$ cat config.mk
export PLATFORM = sky130hd
export DESIGN_NAME = fifo_rd_ctrl
export DESIGN_NICKNAME = d
export VERILOG_FILES = /design/src/rtl/fifo_rd_ctrl_pkg.sv /design/src/rtl/fifo_rd_ctrl_sync_2ff.sv /design/src/rtl/fifo_rd_ctrl.sv
export SDC_FILE = /design/constraint.sdc
export NUM_CORES = 1
export LEC_CHECK = 0
export ABC_AREA = 1
export ABC_CLOCK_PERIOD_IN_PS = 6000
export CORE_MARGIN = 5
export CORE_UTILIZATION = 51
export DETAILED_ROUTE_END_ITERATION = 8
export HOLD_SLACK_MARGIN = 0.05
export PLACE_DENSITY_LB_ADDON = 0.08
export REMOVE_ABC_BUFFERS = 1
export SYNTH_ARGS = -nofsm -noshare
export SYNTH_HDL_FRONTEND = slang
export SYNTH_SLANG_ARGS = --single-unit
$ cat constraint.sdc
create_clock -name rclk -period 6 [get_ports rclk]
set_clock_uncertainty 0.15 [all_clocks]
set_input_delay 1.5 -clock rclk [delete_from_list [all_inputs] [get_ports rclk]]
set_output_delay 1.5 -clock rclk [all_outputs]
set_load 0.05 [all_outputs]
$ cat src/rtl/fifo_rd_ctrl_pkg.sv
// Shared widths, pointer type, output-stage states and Gray helpers for the
// read side of the asynchronous FIFO.
package definitions;

  localparam int ADDRSIZE = 4;
  localparam int DATASIZE = 8;

  typedef logic [ADDRSIZE:0] ptr_t;

  typedef enum logic {
    OS_IDLE,
    OS_FULL
  } ostage_t;

  function automatic ptr_t bin2gray(input ptr_t b);
    return b ^ (b >> 1);
  endfunction

  function automatic ptr_t gray2bin(input ptr_t g);
    ptr_t b;
    b[ADDRSIZE] = g[ADDRSIZE];
    for (int i = ADDRSIZE - 1; i >= 0; i--) begin
      b[i] = b[i+1] ^ g[i];
    end
    return b;
  endfunction

endpackage

$ cat src/rtl/fifo_rd_ctrl_sync_2ff.sv
// Two-flop synchronizer used to bring the Gray write pointer into rclk.
module sync_2ff #(
  parameter int WIDTH = 1
) (
  input  logic             clk,
  input  logic             rst_n,
  input  logic [WIDTH-1:0] d,
  output logic [WIDTH-1:0] q
);

  logic [WIDTH-1:0] meta;

  always_ff @(posedge clk or negedge rst_n) begin
    if (!rst_n) begin
      meta <= '0;
      q    <= '0;
    end else begin
      meta <= d;
      q    <= meta;
    end
  end

endmodule

$ cat src/rtl/fifo_rd_ctrl.sv
// Read-domain controller of the async FIFO with a first-word-fall-through output stage.
// Optional registered almost-empty flag enabled by defining FIFO_RD_ALMOST_EMPTY_EN.
module fifo_rd_ctrl #(
  parameter int ADDRSIZE = definitions::ADDRSIZE,
  parameter int DATASIZE = definitions::DATASIZE
`ifdef FIFO_RD_ALMOST_EMPTY_EN
  , parameter int AE_THRESH = 2
`endif
) (
  input  logic                rclk,
  input  logic                rrst_n,
  input  logic [ADDRSIZE:0]   wptr_gray_i,
  input  logic [DATASIZE-1:0] rdata_mem_i,
  output logic [ADDRSIZE-1:0] raddr_o,
  output logic [ADDRSIZE:0]   rptr_gray_o,
  input  logic                rready_i,
  output logic                rvalid_o,
  output logic [DATASIZE-1:0] rdata_o,
  output logic                rempty_o,
  output logic [ADDRSIZE:0]   rlevel_o
`ifdef FIFO_RD_ALMOST_EMPTY_EN
  , output logic              ralmost_empty_o
`endif
);

  definitions::ostage_t ostate;

  logic [ADDRSIZE:0] rq2_wptr;
  logic [ADDRSIZE:0] wq_bin;
  logic [ADDRSIZE:0] rbin;
  logic [ADDRSIZE:0] rbin_next;
  logic              mem_empty;
  logic              pop;

  sync_2ff #(
    .WIDTH(ADDRSIZE + 1)
  ) u_wptr_sync (
    .clk  (rclk),
    .rst_n(rrst_n),
    .d    (wptr_gray_i),
    .q    (rq2_wptr)
  );

  // Width-generic Gray-to-binary of the synchronized write pointer.
  always_comb begin
    wq_bin           = '0;
    wq_bin[ADDRSIZE] = rq2_wptr[ADDRSIZE];
    for (int i = ADDRSIZE - 1; i >= 0; i--) begin
      wq_bin[i] = wq_bin[i+1] ^ rq2_wptr[i];
    end
  end

  assign mem_empty = (rptr_gray_o == rq2_wptr);
  assign pop       = !mem_empty && (!rvalid_o || rready_i);
  assign rbin_next = rbin + 1'b1;
  assign raddr_o   = rbin[ADDRSIZE-1:0];
  assign rvalid_o  = (ostate == definitions::OS_FULL);
  assign rempty_o  = mem_empty && !rvalid_o;
  assign rlevel_o  = wq_bin - rbin;

  // Pointer advance and the output-stage state share one register block so a
  // pop always loads the word and moves the pointer on the same edge.
  always_ff @(posedge rclk or negedge rrst_n) begin
    if (!rrst_n) begin
      rbin        <= '0;
      rptr_gray_o <= '0;
      rdata_o     <= '0;
      ostate      <= definitions::OS_IDLE;
    end else begin
      if (pop) begin
        rbin        <= rbin_next;
        rptr_gray_o <= rbin_next ^ (rbin_next >> 1);
        rdata_o     <= rdata_mem_i;
      end
      case (ostate)
        definitions::OS_IDLE: if (pop) ostate <= definitions::OS_FULL;
        definitions::OS_FULL: if (rready_i && !pop) ostate <= definitions::OS_IDLE;
        default:              ostate <= definitions::OS_IDLE;
      endcase
    end
  end

`ifdef FIFO_RD_ALMOST_EMPTY_EN
  localparam logic [ADDRSIZE:0] AE_LVL = AE_THRESH[ADDRSIZE:0];

  logic [ADDRSIZE:0] level_next;

  // Looks ahead through this cycle's pop; newly arriving writes show up one
  // cycle later, which only ever holds the flag asserted a little longer.
  assign level_next = wq_bin - (pop ? rbin_next : rbin);

  always_ff @(posedge rclk or negedge rrst_n) begin
    if (!rrst_n) ralmost_empty_o <= 1'b1;
    else         ralmost_empty_o <= (level_next <= AE_LVL);
  end
`endif

endmodule

# [Word level (Yosys, flattened, before mapping)]
# Index checks and enable logic that the tools add are counted.
[word_totals] ff_bits=29 in_bits=16 output_inout_bits=24 elab_cells=25
[op_classes] add_sub_neg=2 n_eq_ne=1 n_mux=3 bitwise_logic=6 reduce_logical=7
[op_table] cell="$add A5 B1 Y5 const B" count=1
[op_table] cell="$eq A5 B5 Y1" count=1
[op_table] cell="$sub A5 B5 Y5" count=1
[op_table] cell="$xor A5 B4 Y5" count=1
[op_table] cell="$xor A1 B1 Y1" count=4
[op_table] cell="$logic_and A1 B1 Y1" count=3
[op_table] cell="$logic_not A1 Y1" count=3
[op_table] cell="$mux W1" count=2
[op_table] cell="$pmux W1 S2" count=1
[op_table] cell="$logic_or A1 B1 Y1" count=1
[op_table] cell="$not A1 Y1" count=1

# [Longest topological paths before layout]
[depth] depth_word=7 mapped_depth=13 ltp_nobuf=13

# [By module]
# A second synthesis with hierarchy kept.
[hier_totals] cells_unflattened=179 hier_area_um2=1448.9
[modules_own_cells] mod="fifo_rd_ctrl" n_inst=1 cells_per_inst=169 area_each_um2=1198.6 seq_area_each_um2=450.4
[modules_own_cells] mod="sync_2ff" n_inst=1 cells_per_inst=10 area_each_um2=250.2 seq_area_each_um2=250.2

# [Worst setup path after synthesis]
# OpenSTA, ideal clock, no wires.
[synth_timing] kind="reg-to-output" startpoint="register u_wptr_sync.q[3]" endpoint="output port rlevel_o[2]" arrival_ns=2.318 required_ns=4.350 setup_slack_ns=2.032 path_stages_with_launch=13 path_buffers=0 cell_sequence="dfrtp_1 -> inv_1 -> nand2_1 -> nand2_1 -> nand2_1 -> nand2_1 -> nand2_1 -> nand2_1 -> nand2_1 -> nand2_1 -> ha_1 -> fa_1 -> xnor2_1"
[synth_via] elab_chain_len=5
[synth_lines] element="from (decl)" line="fifo_rd_ctrl_sync_2ff.sv:8" source="output logic [WIDTH-1:0] q"
[synth_lines] element="from (signal assigned)" line="fifo_rd_ctrl_sync_2ff.sv:19" source="q <= meta;"
[synth_lines] element="$xor A1 B1 Y1 (*) (2 in series)" line="fifo_rd_ctrl.sv:49" source="wq_bin[i] = wq_bin[i+1] ^ rq2_wptr[i];"
[synth_lines] element="$xor A1 B1 Y1 (2 in series)" line="fifo_rd_ctrl.sv:49"
[synth_lines] element="$sub A5 B5 Y5 (*)" line="fifo_rd_ctrl.sv:59" source="assign rlevel_o = wq_bin - rbin;"
[synth_lines] element="to (decl)" line="fifo_rd_ctrl.sv:20" source="output logic [ADDRSIZE:0] rlevel_o"
# Mark *: on every way between the ends. The rest lies on a longest branch, timed or not.

# [Worst setup path after layout]
[layout_timing] startpoint="register u_wptr_sync.q[3]" endpoint="output port rlevel_o[4]"
[layout_via] elab_chain_len=5
[layout_lines] element="$xor A1 B1 Y1 (*)" line="fifo_rd_ctrl.sv:49"
[layout_lines] element="$xor A1 B1 Y1 (3 in series)" line="fifo_rd_ctrl.sv:49"
[layout_lines] element="$sub A5 B5 Y5 (*)" line="fifo_rd_ctrl.sv:59"
# Marks and branches as above.

==> qor.csv <==
metric,value,unit
die_h,63.30,um
via_per_inst,5.165,
dieArea,0.004007,mm^2
drt_wl_total,3380,um
area_growth_syn_to_layout,31.61,%
final_cell_mix,"75 x nand2_1, 39 x clkdlybuf4s50_1, 28 x dfrtp_1",
gp_congestion,0.9226,
clock_path_buffers,2,
layout_worst_path_cycle_share,0.8115,
end_kind,primary output,
cts_made_buffers,3,
netlist.area_leader.share,0.4836,
hold_viol,0,
ys_top_cells_by_area,"dfrtp_1 48%, nand2_1 19%, nand3_1 7.9%, inv_1 4.7%, ha_1 4.3%",
relSlewSlack,0.6577,
yosysSeqAreaShare,0.4836,
die_w,63.30,um
yosysTopAreaCell,dfrtp_1,
htreeDepth,1,
crit_slowest_cell,clkdlybuf4s50_1,
dpl_cell_area,0.001854,mm^2
fin_nets,241,
initial_utilization,0.5300,
worstRegToRegCells,8,
initialDrtViolationCount,68,
critPathKind,register to primary output,
ant_nets,0,
grt_pass1_vias,1354,
mostFrequentLayoutCell,nand2_1,
worstSkewPairLatency,0.32,ns
p_per_area,605.7,mW/mm^2
fin_util,0.6975,
synth_cell_types,21,
drc_errors,0,
setup_tns,0,ns
numPortBuffers,39,
wl_per_cell,13.57,um
antenna_found_initial,0,
crit_path_cell_trace,"inv_1, nand2_1, nand2_1, nand2_1, nand2_1, nand2_1, nand2_1, nand2_1, nand2_1, ha_1, fa_1, o21ai_0, xnor2_1, clkdlybuf4s50_1",
cts_tree,yes,
path_max_fanout,3,
grt_max_degree,29,
status,"finished, final reports clean",
grt_pass1_wl,5837,um
post-dp-hpwl,2489,um
p_leak,0.9775,nW
reg2reg_slack,4.28,ns
drv_slew,0,
setup_viol,0,
fillers,215,
rsz0062_at_grt,false,
tightest_slew,0.5119,ns
cts-root-buf,clkbuf_4,
final_layout_size_suffix_gt1_frac,0.05505,
cts_resized,0,
arrival,3.22,ns
synth_seq_cells,28,
gr-total-overflow,0,
fmax,0.2054,GHz
vias,1286,
core_area,0.002734,mm^2
syn_area,0.001449,mm^2
r2r_start,rptr_gray_o[4],
num_rows,19,
worstPathRequired,4.35,ns
insertedDiodeCount,0,
peakVddDrop,0.6826,mV
maxCapViolations,0,
track_usage,0.1807,
cp-start-kind,register,
firstDrtPassIters,4,
syn_area_per_cell,8.094,um^2
r2r_end,rptr_gray_o[4],
ios,40,
crit_end,rlevel_o[4],
postSynthCellCount,179,
cts_sinks,28,
hold_buffers,0,
clkSlewWorstSetupHoldPaths,0.15,ns
post-cts-setup-buffers,0,
layout_min_cycle_time,4.869,ns
hold_path_class,register to register,
startpoint,u_wptr_sync.q[3],
stdcell_area,0.001907,mm^2
yosys_warnings,0,
cpMostUsedCell,nand2_1,
cp_slowest_stage_delay,0.81,ns
-- worst min path at each step --
stage | end | slack [ns] | depth (start not counted) | startpoint
floorplan | u_wptr_sync.q[0] | 0.18 | 0 | u_wptr_sync.meta[0]
global placement | u_wptr_sync.q[0] | 0.18 | 0 | u_wptr_sync.meta[0]
detailed placement | u_wptr_sync.q[2] | 0.19 | 0 | u_wptr_sync.meta[2]
CTS | u_wptr_sync.q[2] | 0.22 | 0 | u_wptr_sync.meta[2]
global route | u_wptr_sync.q[2] | 0.23 | 0 | u_wptr_sync.meta[2]
finish | u_wptr_sync.q[2] | 0.22 | 0 | u_wptr_sync.meta[2]
-- critical path, delay by kind of cell (launching register included) --
family	cells	cell delay [ns]
xor gates and xnor gates	1	0.14
DFF	1	0.42
buffers and inverters	2	0.89
adders and majority gates	2	0.61
and+or+nand+nor	8	0.61
AOI/OAI and AO/OA	1	0.23
-- logic make-up (layout without fill, tap and decap cells) --
logic type      after synthesis  count (layout)  synth area share
xor+xnor                      6               6           0.03627
flops                        28              28            0.4836
fa+ha+maj                     6               6           0.05700
simple gates                109             109            0.3325
compound gates                5               5           0.01727
buf+inv                      25              64           0.07340
-- final cells by class --
class | count | area, um^2 | share of cell area
Clock buffer | 3 | 22.52 | 0.01181
Clock inverter | 1 | 30.03 | 0.01575
Inverter | 20 | 75.07 | 0.03937
Multi-Input combinational cell | 126 | 641.9 | 0.3366
Sequential cell | 28 | 700.7 | 0.3675
Tap cell | 31 | 38.79 | 0.02034
Timing Repair Buffer | 40 | 397.9 | 0.2087
-- state kept, by name, indices dropped and copies added (netlist names) --
signal,count
rdata_o,8
rptr_gray_o,5
u_wptr_sync.meta,5
u_wptr_sync.q,5
rbin,4
rvalid_o,1
-- layer usage --
layer,share of wire,up-vias,GRT usage
met1,0.41,608,0.2005
met2,0.53,32,0.3295
met5,0,-,0
met3,0.052,6,0.04618
li1,-,640,-
met4,0.013,0,0.06494
-- Yosys cell counts (all sizes together) --
library cell	instances
xnor2	5
o21ai	3
inv	20
fa	1
nand3	24
nand4	4
buf	5
nand2	77
xor2	1
or2	1
ha	5
a21oi	2
dfrtp	28
nor2	3
-- where the power goes --
part           switching (mW)  internal [mW]  total (mW)
Clock                  0.0539         0.0675       0.121
Combinational           0.483          0.249       0.732
Sequential             0.0639          0.237       0.301
Total                   0.601          0.554        1.15
-- through the flow --
| step | hold WS [ns] | setup slack [ns] | power [mW] | cells |
|---|---|---|---|---|
| 3_3_place_gp | 0.1831 | 1.664 | 1.014 | 245 |
| 3_5_place_dp | 0.1864 | 1.527 | 1.039 | 245 |
| 5_1_grt | 0.2273 | 0.9011 | 1.235 | 249 |
| 6_report | 0.2182 | 1.131 | 1.155 | 249 |
| 4_1_cts | 0.2199 | 1.136 | 1.164 | 249 |
| 2_1_floorplan | 0.1812 | 2.032 | 0.8028 | 174 |
No activity file was read; power rests on OpenSTA's default activity.
